$ cat src/rtl/usb_rx_pkt.sv
// rtl/usb_rx_pkt.sv - USB full-speed packet receiver: clock recovery, NRZI/unstuff, PID/CRC checks, payload push
//
// Ports:
//   clk, n_rst            system clock, asynchronous active-low reset
//   dp_in, dm_in          raw USB line pair (asynchronous to clk)
//   buffer_occupancy      current fill level of the downstream RX FIFO
//   flush                 one-cycle pulse when a DATA PID is accepted
//   rx_store_packet_data  one-cycle push strobe, rx_packet_data valid with it
//   rx_packet_data        payload byte (CRC bytes are never pushed)
//   rx_packet             last accepted PID code (0 none .. 7 STALL)
//   rx_token_addr/endp    token fields, updated when a token completes
//   rx_data_ready         one-cycle pulse for an error-free packet
//   rx_transfer_active    high from SYNC detect to end of packet or error
//   rx_error              sticky error flag, cleared by the next SYNC
module usb_rx_pkt #(
    parameter int PHASE_W      = 16,
    parameter int PHASE_INC    = 7864,
    parameter int BUFFER_DEPTH = 64,
    parameter int OCC_W        = $clog2(BUFFER_DEPTH + 1),
    parameter int MAX_PAYLOAD  = 64
) (
    input  logic             clk,
    input  logic             n_rst,
    input  logic             dp_in,
    input  logic             dm_in,
    input  logic [OCC_W-1:0] buffer_occupancy,
    output logic             flush,
    output logic             rx_store_packet_data,
    output logic [7:0]       rx_packet_data,
    output logic [2:0]       rx_packet,
    output logic [6:0]       rx_token_addr,
    output logic [3:0]       rx_token_endp,
    output logic             rx_data_ready,
    output logic             rx_transfer_active,
    output logic             rx_error
);

    localparam int PC_W = $clog2(MAX_PAYLOAD + 1);
    localparam logic [1:0] LS_J   = 2'b10;
    localparam logic [1:0] LS_K   = 2'b01;
    localparam logic [1:0] LS_SE0 = 2'b00;
    localparam logic [1:0] LS_SE1 = 2'b11;
    localparam logic [PHASE_W-1:0] HALF = {1'b1, {(PHASE_W-1){1'b0}}};
    localparam logic [PHASE_W-1:0] INC  = PHASE_W'(PHASE_INC);

    typedef enum logic [2:0] {S_IDLE, S_PID, S_BODY, S_EOP, S_ERR_WAIT} state_t;
    typedef enum logic [1:0] {K_HS, K_TOK, K_DATA} kind_t;

    // Synchronisers reset to J so leaving reset does not look like a line change.
    logic [1:0] dp_sync, dm_sync;
    logic [1:0] line, line_q;
    logic [PHASE_W-1:0] acc;
    logic [PHASE_W:0]   sum;
    logic change, strobe;

    always_ff @(posedge clk or negedge n_rst) begin
        if (!n_rst) begin
            dp_sync <= 2'b11;
            dm_sync <= 2'b00;
            line_q  <= LS_J;
            acc     <= HALF;
        end else begin
            dp_sync <= {dp_sync[0], dp_in};
            dm_sync <= {dm_sync[0], dm_in};
            line_q  <= line;
            acc     <= change ? HALF : sum[PHASE_W-1:0];
        end
    end

    assign line   = {dp_sync[1], dm_sync[1]};
    assign change = (line != line_q);
    assign sum    = {1'b0, acc} + {1'b0, INC};
    // A line transition re-centres the accumulator, so the next carry lands mid-bit.
    assign strobe = !change && sum[PHASE_W];

    state_t state, state_next;
    kind_t  kind, kind_next;
    logic [1:0]  prev_ln, prev_next;
    logic [2:0]  ones, ones_next;
    logic [7:0]  sync_sr, sync_next;
    logic [7:0]  sh, sh_next;
    logic [2:0]  bcnt, bcnt_next;
    logic [4:0]  crc5, crc5_next;
    logic [15:0] crc16, crc16_next;
    logic [7:0]  d0, d0_next, d1, d1_next;
    logic [1:0]  nbytes, nbytes_next;
    logic [PC_W-1:0] push_cnt, push_next;
    logic [1:0]  se0_cnt, se0_next;
    logic [2:0]  j_cnt, j_next;
    logic        seen_se0, seen_next;
    logic        flush_next, store_next, ready_next, active_next, error_next;
    logic [7:0]  data_next;
    logic [2:0]  packet_next;
    logic [6:0]  addr_next;
    logic [3:0]  endp_next;
    logic        fail, bit_val, is_jk, pkt_ok;
    logic [7:0]  byte_val;

    always_ff @(posedge clk or negedge n_rst) begin
        if (!n_rst) begin
            state                <= S_IDLE;
            kind                 <= K_HS;
            prev_ln              <= LS_J;
            ones                 <= 3'd0;
            sync_sr              <= 8'hFF;
            sh                   <= 8'h00;
            bcnt                 <= 3'd0;
            crc5                 <= 5'h1F;
            crc16                <= 16'hFFFF;
            d0                   <= 8'h00;
            d1                   <= 8'h00;
            nbytes               <= 2'd0;
            push_cnt             <= '0;
            se0_cnt              <= 2'd0;
            j_cnt                <= 3'd0;
            seen_se0             <= 1'b0;
            flush                <= 1'b0;
            rx_store_packet_data <= 1'b0;
            rx_packet_data       <= 8'h00;
            rx_packet            <= 3'd0;
            rx_token_addr        <= 7'd0;
            rx_token_endp        <= 4'd0;
            rx_data_ready        <= 1'b0;
            rx_transfer_active   <= 1'b0;
            rx_error             <= 1'b0;
        end else begin
            state                <= state_next;
            kind                 <= kind_next;
            prev_ln              <= prev_next;
            ones                 <= ones_next;
            sync_sr              <= sync_next;
            sh                   <= sh_next;
            bcnt                 <= bcnt_next;
            crc5                 <= crc5_next;
            crc16                <= crc16_next;
            d0                   <= d0_next;
            d1                   <= d1_next;
            nbytes               <= nbytes_next;
            push_cnt             <= push_next;
            se0_cnt              <= se0_next;
            j_cnt                <= j_next;
            seen_se0             <= seen_next;
            flush                <= flush_next;
            rx_store_packet_data <= store_next;
            rx_packet_data       <= data_next;
            rx_packet            <= packet_next;
            rx_token_addr        <= addr_next;
            rx_token_endp        <= endp_next;
            rx_data_ready        <= ready_next;
            rx_transfer_active   <= active_next;
            rx_error             <= error_next;
        end
    end

    always_comb begin
        state_next  = state;
        kind_next   = kind;
        prev_next   = prev_ln;
        ones_next   = ones;
        sync_next   = sync_sr;
        sh_next     = sh;
        bcnt_next   = bcnt;
        crc5_next   = crc5;
        crc16_next  = crc16;
        d0_next     = d0;
        d1_next     = d1;
        nbytes_next = nbytes;
        push_next   = push_cnt;
        se0_next    = se0_cnt;
        j_next      = j_cnt;
        seen_next   = seen_se0;
        flush_next  = 1'b0;
        store_next  = 1'b0;
        ready_next  = 1'b0;
        data_next   = rx_packet_data;
        packet_next = rx_packet;
        addr_next   = rx_token_addr;
        endp_next   = rx_token_endp;
        active_next = rx_transfer_active;
        error_next  = rx_error;
        fail        = 1'b0;
        pkt_ok      = 1'b0;
        is_jk       = (line == LS_J) || (line == LS_K);
        bit_val     = (line == prev_ln);
        byte_val    = {bit_val, sh[7:1]};

        if (strobe) begin
            if (is_jk) prev_next = line;
            unique case (state)
                S_IDLE: begin
                    if (is_jk) begin
                        sync_next = {bit_val, sync_sr[7:1]};
                        // KJKJKJKK arrives LSB-first as 0x80
                        if ({bit_val, sync_sr[7:1]} == 8'h80) begin
                            state_next  = S_PID;
                            active_next = 1'b1;
                            error_next  = 1'b0;
                            ones_next   = 3'd1;   // last SYNC bit counts toward stuffing
                            bcnt_next   = 3'd0;
                            crc5_next   = 5'h1F;
                            crc16_next  = 16'hFFFF;
                            nbytes_next = 2'd0;
                            push_next   = '0;
                        end
                    end
                end
                S_PID, S_BODY: begin
                    if (line == LS_SE1) begin
                        fail = 1'b1;
                    end else if (line == LS_SE0) begin
                        if (state == S_PID) fail = 1'b1;
                        else begin
                            state_next = S_EOP;
                            se0_next   = 2'd1;
                        end
                    end else if (ones == 3'd6) begin
                        if (bit_val) fail = 1'b1;
                        else ones_next = 3'd0;
                    end else begin
                        ones_next = bit_val ? ones + 3'd1 : 3'd0;
                        sh_next   = byte_val;
                        bcnt_next = bcnt + 3'd1;
                        if (state == S_PID) begin
                            if (bcnt == 3'd7) begin
                                state_next = S_BODY;
                                if (byte_val[7:4] != ~byte_val[3:0]) fail = 1'b1;
                                else begin
                                    unique case (byte_val[3:0])
                                        4'h1: begin packet_next = 3'd1; kind_next = K_TOK; end
                                        4'h9: begin packet_next = 3'd2; kind_next = K_TOK; end
                                        4'h3: begin packet_next = 3'd3; kind_next = K_DATA; flush_next = 1'b1; end
                                        4'hB: begin packet_next = 3'd4; kind_next = K_DATA; flush_next = 1'b1; end
                                        4'h2: begin packet_next = 3'd5; kind_next = K_HS; end
                                        4'hA: begin packet_next = 3'd6; kind_next = K_HS; end
                                        4'hE: begin packet_next = 3'd7; kind_next = K_HS; end
                                        default: fail = 1'b1;
                                    endcase
                                end
                            end
                        end else if (kind == K_HS) begin
                            fail = 1'b1;
                        end else begin
                            crc5_next  = {crc5[3:0], 1'b0} ^ ((crc5[4] ^ bit_val) ? 5'h05 : 5'h00);
                            crc16_next = {crc16[14:0], 1'b0} ^ ((crc16[15] ^ bit_val) ? 16'h8005 : 16'h0000);
                            if (bcnt == 3'd7) begin
                                if (kind == K_TOK) begin
                                    if (nbytes == 2'd2) fail = 1'b1;
                                end else if (nbytes == 2'd2) begin
                                    // Oldest byte leaves the delay line; the final two stay behind as CRC.
                                    if (buffer_occupancy >= OCC_W'(BUFFER_DEPTH) ||
                                        push_cnt == PC_W'(MAX_PAYLOAD)) begin
                                        fail = 1'b1;
                                    end else begin
                                        store_next = 1'b1;
                                        data_next  = d1;
                                        push_next  = push_cnt + PC_W'(1);
                                    end
                                end
                                d1_next = d0;
                                d0_next = byte_val;
                                if (nbytes != 2'd2) nbytes_next = nbytes + 2'd1;
                            end
                        end
                    end
                end
                S_EOP: begin
                    if (line == LS_SE0) begin
                        if (se0_cnt == 2'd2) fail = 1'b1;
                        else se0_next = se0_cnt + 2'd1;
                    end else if (line == LS_J) begin
                        unique case (kind)
                            K_HS:    pkt_ok = (nbytes == 2'd0) && (bcnt == 3'd0);
                            K_TOK:   pkt_ok = (nbytes == 2'd2) && (bcnt == 3'd0) && (crc5 == 5'b01100);
                            default: pkt_ok = (nbytes == 2'd2) && (bcnt == 3'd0) && (crc16 == 16'h800D);
                        endcase
                        if (pkt_ok) begin
                            ready_next  = 1'b1;
                            active_next = 1'b0;
                            state_next  = S_IDLE;
                            sync_next   = 8'hFF;
                            if (kind == K_TOK) begin
                                addr_next = d1[6:0];
                                endp_next = {d0[2:0], d1[7]};
                            end
                        end else begin
                            fail = 1'b1;
                        end
                    end else begin
                        fail = 1'b1;
                    end
                end
                S_ERR_WAIT: begin
                    if (line == LS_SE0) begin
                        seen_next = 1'b1;
                        j_next    = 3'd0;
                    end else if (line == LS_J) begin
                        if (seen_se0 || j_cnt == 3'd7) begin
                            state_next = S_IDLE;
                            sync_next  = 8'hFF;
                        end else begin
                            j_next = j_cnt + 3'd1;
                        end
                    end else begin
                        seen_next = 1'b0;
                        j_next    = 3'd0;
                    end
                end
                default: state_next = S_IDLE;
            endcase
        end

        if (fail) begin
            state_next  = S_ERR_WAIT;
            error_next  = 1'b1;
            active_next = 1'b0;
            store_next  = 1'b0;
            j_next      = 3'd0;
            seen_next   = 1'b0;
        end
    end

endmodule

$ cat config.mk
export PLATFORM = sky130hd
export DESIGN_NAME = usb_rx_pkt
export DESIGN_NICKNAME = d
export VERILOG_FILES = /design/src/rtl/usb_rx_pkt.sv
export SDC_FILE = /design/constraint.sdc
export NUM_CORES = 1
export LEC_CHECK = 0
export BUFFER_PORTS_ARGS = -buffer_cell sky130_fd_sc_hd__buf_2
export CAP_MARGIN = 25
export CELL_PAD_IN_SITES_DETAIL_PLACEMENT = 1
export CELL_PAD_IN_SITES_GLOBAL_PLACEMENT = 1
export CORE_ASPECT_RATIO = 1.25
export CORE_MARGIN = 4
export CORE_UTILIZATION = 53
export CTS_CLUSTER_SIZE = 28
export DETAILED_ROUTE_END_ITERATION = 6
export GPL_TIMING_DRIVEN = 1
export PLACE_DENSITY_LB_ADDON = 0.1
export SETUP_SLACK_MARGIN = 0.05
export SKIP_CTS_REPAIR_TIMING = 1
export SLEW_MARGIN = 15
export SYNTH_ARGS = -nofsm -noshare
export SYNTH_HDL_FRONTEND = slang
export SYNTH_SLANG_ARGS = --single-unit
$ cat constraint.sdc
create_clock -name clk -period 4.12 [get_ports clk]
set_input_delay 0.206 -clock clk [delete_from_list [all_inputs] [get_ports clk]]
set_output_delay 0.206 -clock clk [all_outputs]
set_load 0.1 [all_outputs]
==> reports/metrics.yaml <==
status: "complete, no violations"
grt_pass1_vias: 4810
wl_per_cell_um: 19.9
track_usage_pct: 23.2
grt_antenna_before_repair: 0
netlist_area_um2: 6080
critPathKind: "reg -> reg"
clock-sinks: 125
synth_common_cells: "dfrtp_1, nor2_1, mux2_2, dfstp_2, nand2_1"
cts_root_buffer: "clkbuf_16"
avgSynthCellArea_um2: 11.4
cp_num_buf_inv: 0
fin_skew_ns: 0.00981
via_per_inst: 5.93
syn-num-nets: 561
setup_viol: 0
cp.required_ns: 4.42
regArea_um2: 3170
num_vias: 4263
crit_family: "simple AND/OR/NAND/NOR gates"
power.density_cell_area_nw_per_um2: 425
dr.pass1.iters: 4
power_mw: 2.96
clkTransAtPathRegs_ns: 0.06
slew_viol_final: 0
syn_inst: 534
yosysMostFrequentCell: "dfrtp_1"
fillCellCount: 1158
dieArea_um2: 13300
die_w_um: 104
critical_path.max_fanout: 16
synth_top_area_share_pct: 37.9
fmax_mhz: 323
period_minus_slack_ns: 3.09
cts_buffers: 17
fp.coreArea_um2: 11100
grt_max_degree: 45
synth_area_leaders: "dfrtp_1, dfstp_2, mux2_2, nor2_1, ha_1"
die_y_um: 128
hold_violations: 0
cp-start-kind: "register"
period_share_pct: 75.1
critPathCaptureType: "register"
yosys_warnings: 0
ys_async_sr_fraction_pct: 100
drive_gt1_share_pct: 29.8
multi_input_area_um2: 2710
critical_path.slowest_cell: "nor3_4"
drtIter0Drc: 122
tns_ns: 0
worst_pin_slew_ns: 0.888
htreeDepth: 4
stdcell_area_um2: 6950
synth-seq-area-share_pct: 52.2
slowest_delay_ns: 0.77
arrival_ns: 3.39
slew_headroom_pct: 40.7
rows: 43
final_util_pct: 62.4
synthFlopType: "dfrtp_1"
drt-total-wl_mm: 14.3
power.leakage_nw: 3.21
ioPinCount: 38
synth_top_area_cell: "dfrtp_1"
start_util_pct: 54.6
synth-edff-count: 0
clk_latency_ns: 0.42
numPortBuffers: 31
crit_chain: "xor2_1 -> nor4b_4 -> and2_2 -> nand3_2 -> nor3_4 -> mux2_2"
ys_seq_elements: 125
rsz0062_at_grt: "false"
final_nets: 598
vdd_drop_max_mv: 0.300
grt_overflow_total: 0
ctsLongestPathBuffers: 2
areaGrowthSynthToFinish_pct: 14.4
grt_pass1_wl_mm: 24.6
dpl.hpwl_mm: 9.31
drv_cap: 0
drcViolationCount: 0
ys_types: 68
cts_tree: "done"
place.gp.congestion: 0.849
hold_path_class: "in -> async"
antenna_left: 0
placed_area_um2: 6310
insertedDiodeCount: 0
-- cells by family (layout without fill, tap and decap cells) --
| logic type | count (synthesis) | count (layout) | synth area share, % |
|---|---|---|---|
| multiplexers | 57 | 57 | 10.5 |
| AO/OA/AOI/OAI | 89 | 89 | 9.84 |
| XOR/XNOR | 27 | 27 | 3.89 |
| AND/OR/NAND/NOR | 181 | 181 | 16.9 |
| flip-flops | 125 | 125 | 52.2 |
| buffers and inverters | 39 | 89 | 3.40 |
| adder cells (fa/ha/maj) | 16 | 16 | 3.29 |
-- state kept, by name (all words and copies together) (netlist names), 5 cells and up --
register,cells
rx_packet_data,8
push_cnt,7
d0,8
rx_token_addr,7
crc16,16
sync_sr,7
sh,7
d1,8
acc,13
crc5,5
-- per-layer routing --
| layer | vias up | wire length [um] | GRT usage, % |
|---|---|---|---|
| met5 | - | 0 | 0 |
| met1 | 2197 | 5920 | 27.5 |
| li1 | 1968 | - | - |
| met4 | 0 | 237 | 7.12 |
| met3 | 22 | 394 | 4.58 |
| met2 | 76 | 7780 | 43.0 |
-- final timing paths --
path	from	depth (start not counted)	to	slack (ns)
max reg2reg	dp_sync[1]	6	d0[0]	1.03
max in group asynchronous	n_rst	3	crc5[3]	2.83
min in group clk	dm_sync[0]	0	dm_sync[1]	0.35
min reg2reg	dm_sync[0]	0	dm_sync[1]	0.35
min	n_rst	2	push_cnt[4]	0.33
max	dp_sync[1]	6	d0[0]	1.03
-- metrics by stage --
step / std cells / setup slack (ns) / hold slack, ns
2_1_floorplan: 534 / 1.48 / -0.0896
3_3_place_gp: 684 / 1.10 / 0.230
3_5_place_dp: 684 / 1.03 / 0.240
4_1_cts: 716 / 0.994 / -0.197
5_1_grt: 719 / 0.872 / 0.358
6_report: 719 / 1.03 / 0.332
-- where the power goes --
group / internal, mW / switching (mW)
Clock: 0.961 / 0.593
Sequential: 1.25 / 0.0221
Combinational: 0.0457 / 0.0822
Total: 2.26 / 0.697
-- area by class of cell --
| class | instances | area share, % |
|---|---|---|
| clock inverter | 15 | 2.67 |
| multi-input combinational | 370 | 39.0 |
| sequential | 125 | 45.6 |
| clock buffer | 17 | 6.12 |
| tap | 135 | 2.43 |
| inverter | 18 | 0.972 |
| timing repair buffer | 39 | 3.24 |
-- cells in the final DEF (no fill, tap or decap), types with 7 or more instances in the layout --
| cell | instances |
|---|---|
| nor3b_1 | 8 |
| dfstp_2 | 33 |
| xnor2_1 | 14 |
| nand2b_1 | 7 |
| or3_1 | 8 |
| buf_2 | 30 |
| inv_1 | 18 |
| nand2_1 | 33 |
| o22a_1 | 7 |
| nor3_1 | 7 |
| clkbuf_16 | 17 |
| nor4_1 | 9 |
| dfrtp_1 | 92 |
| mux2_2 | 53 |
| a21oi_1 | 22 |
| ha_1 | 16 |
| xor2_1 | 13 |
| nand3_1 | 8 |
| nor2_1 | 57 |
| o21ai_0 | 22 |
Note: power is estimated with default switching activity, not from simulation.
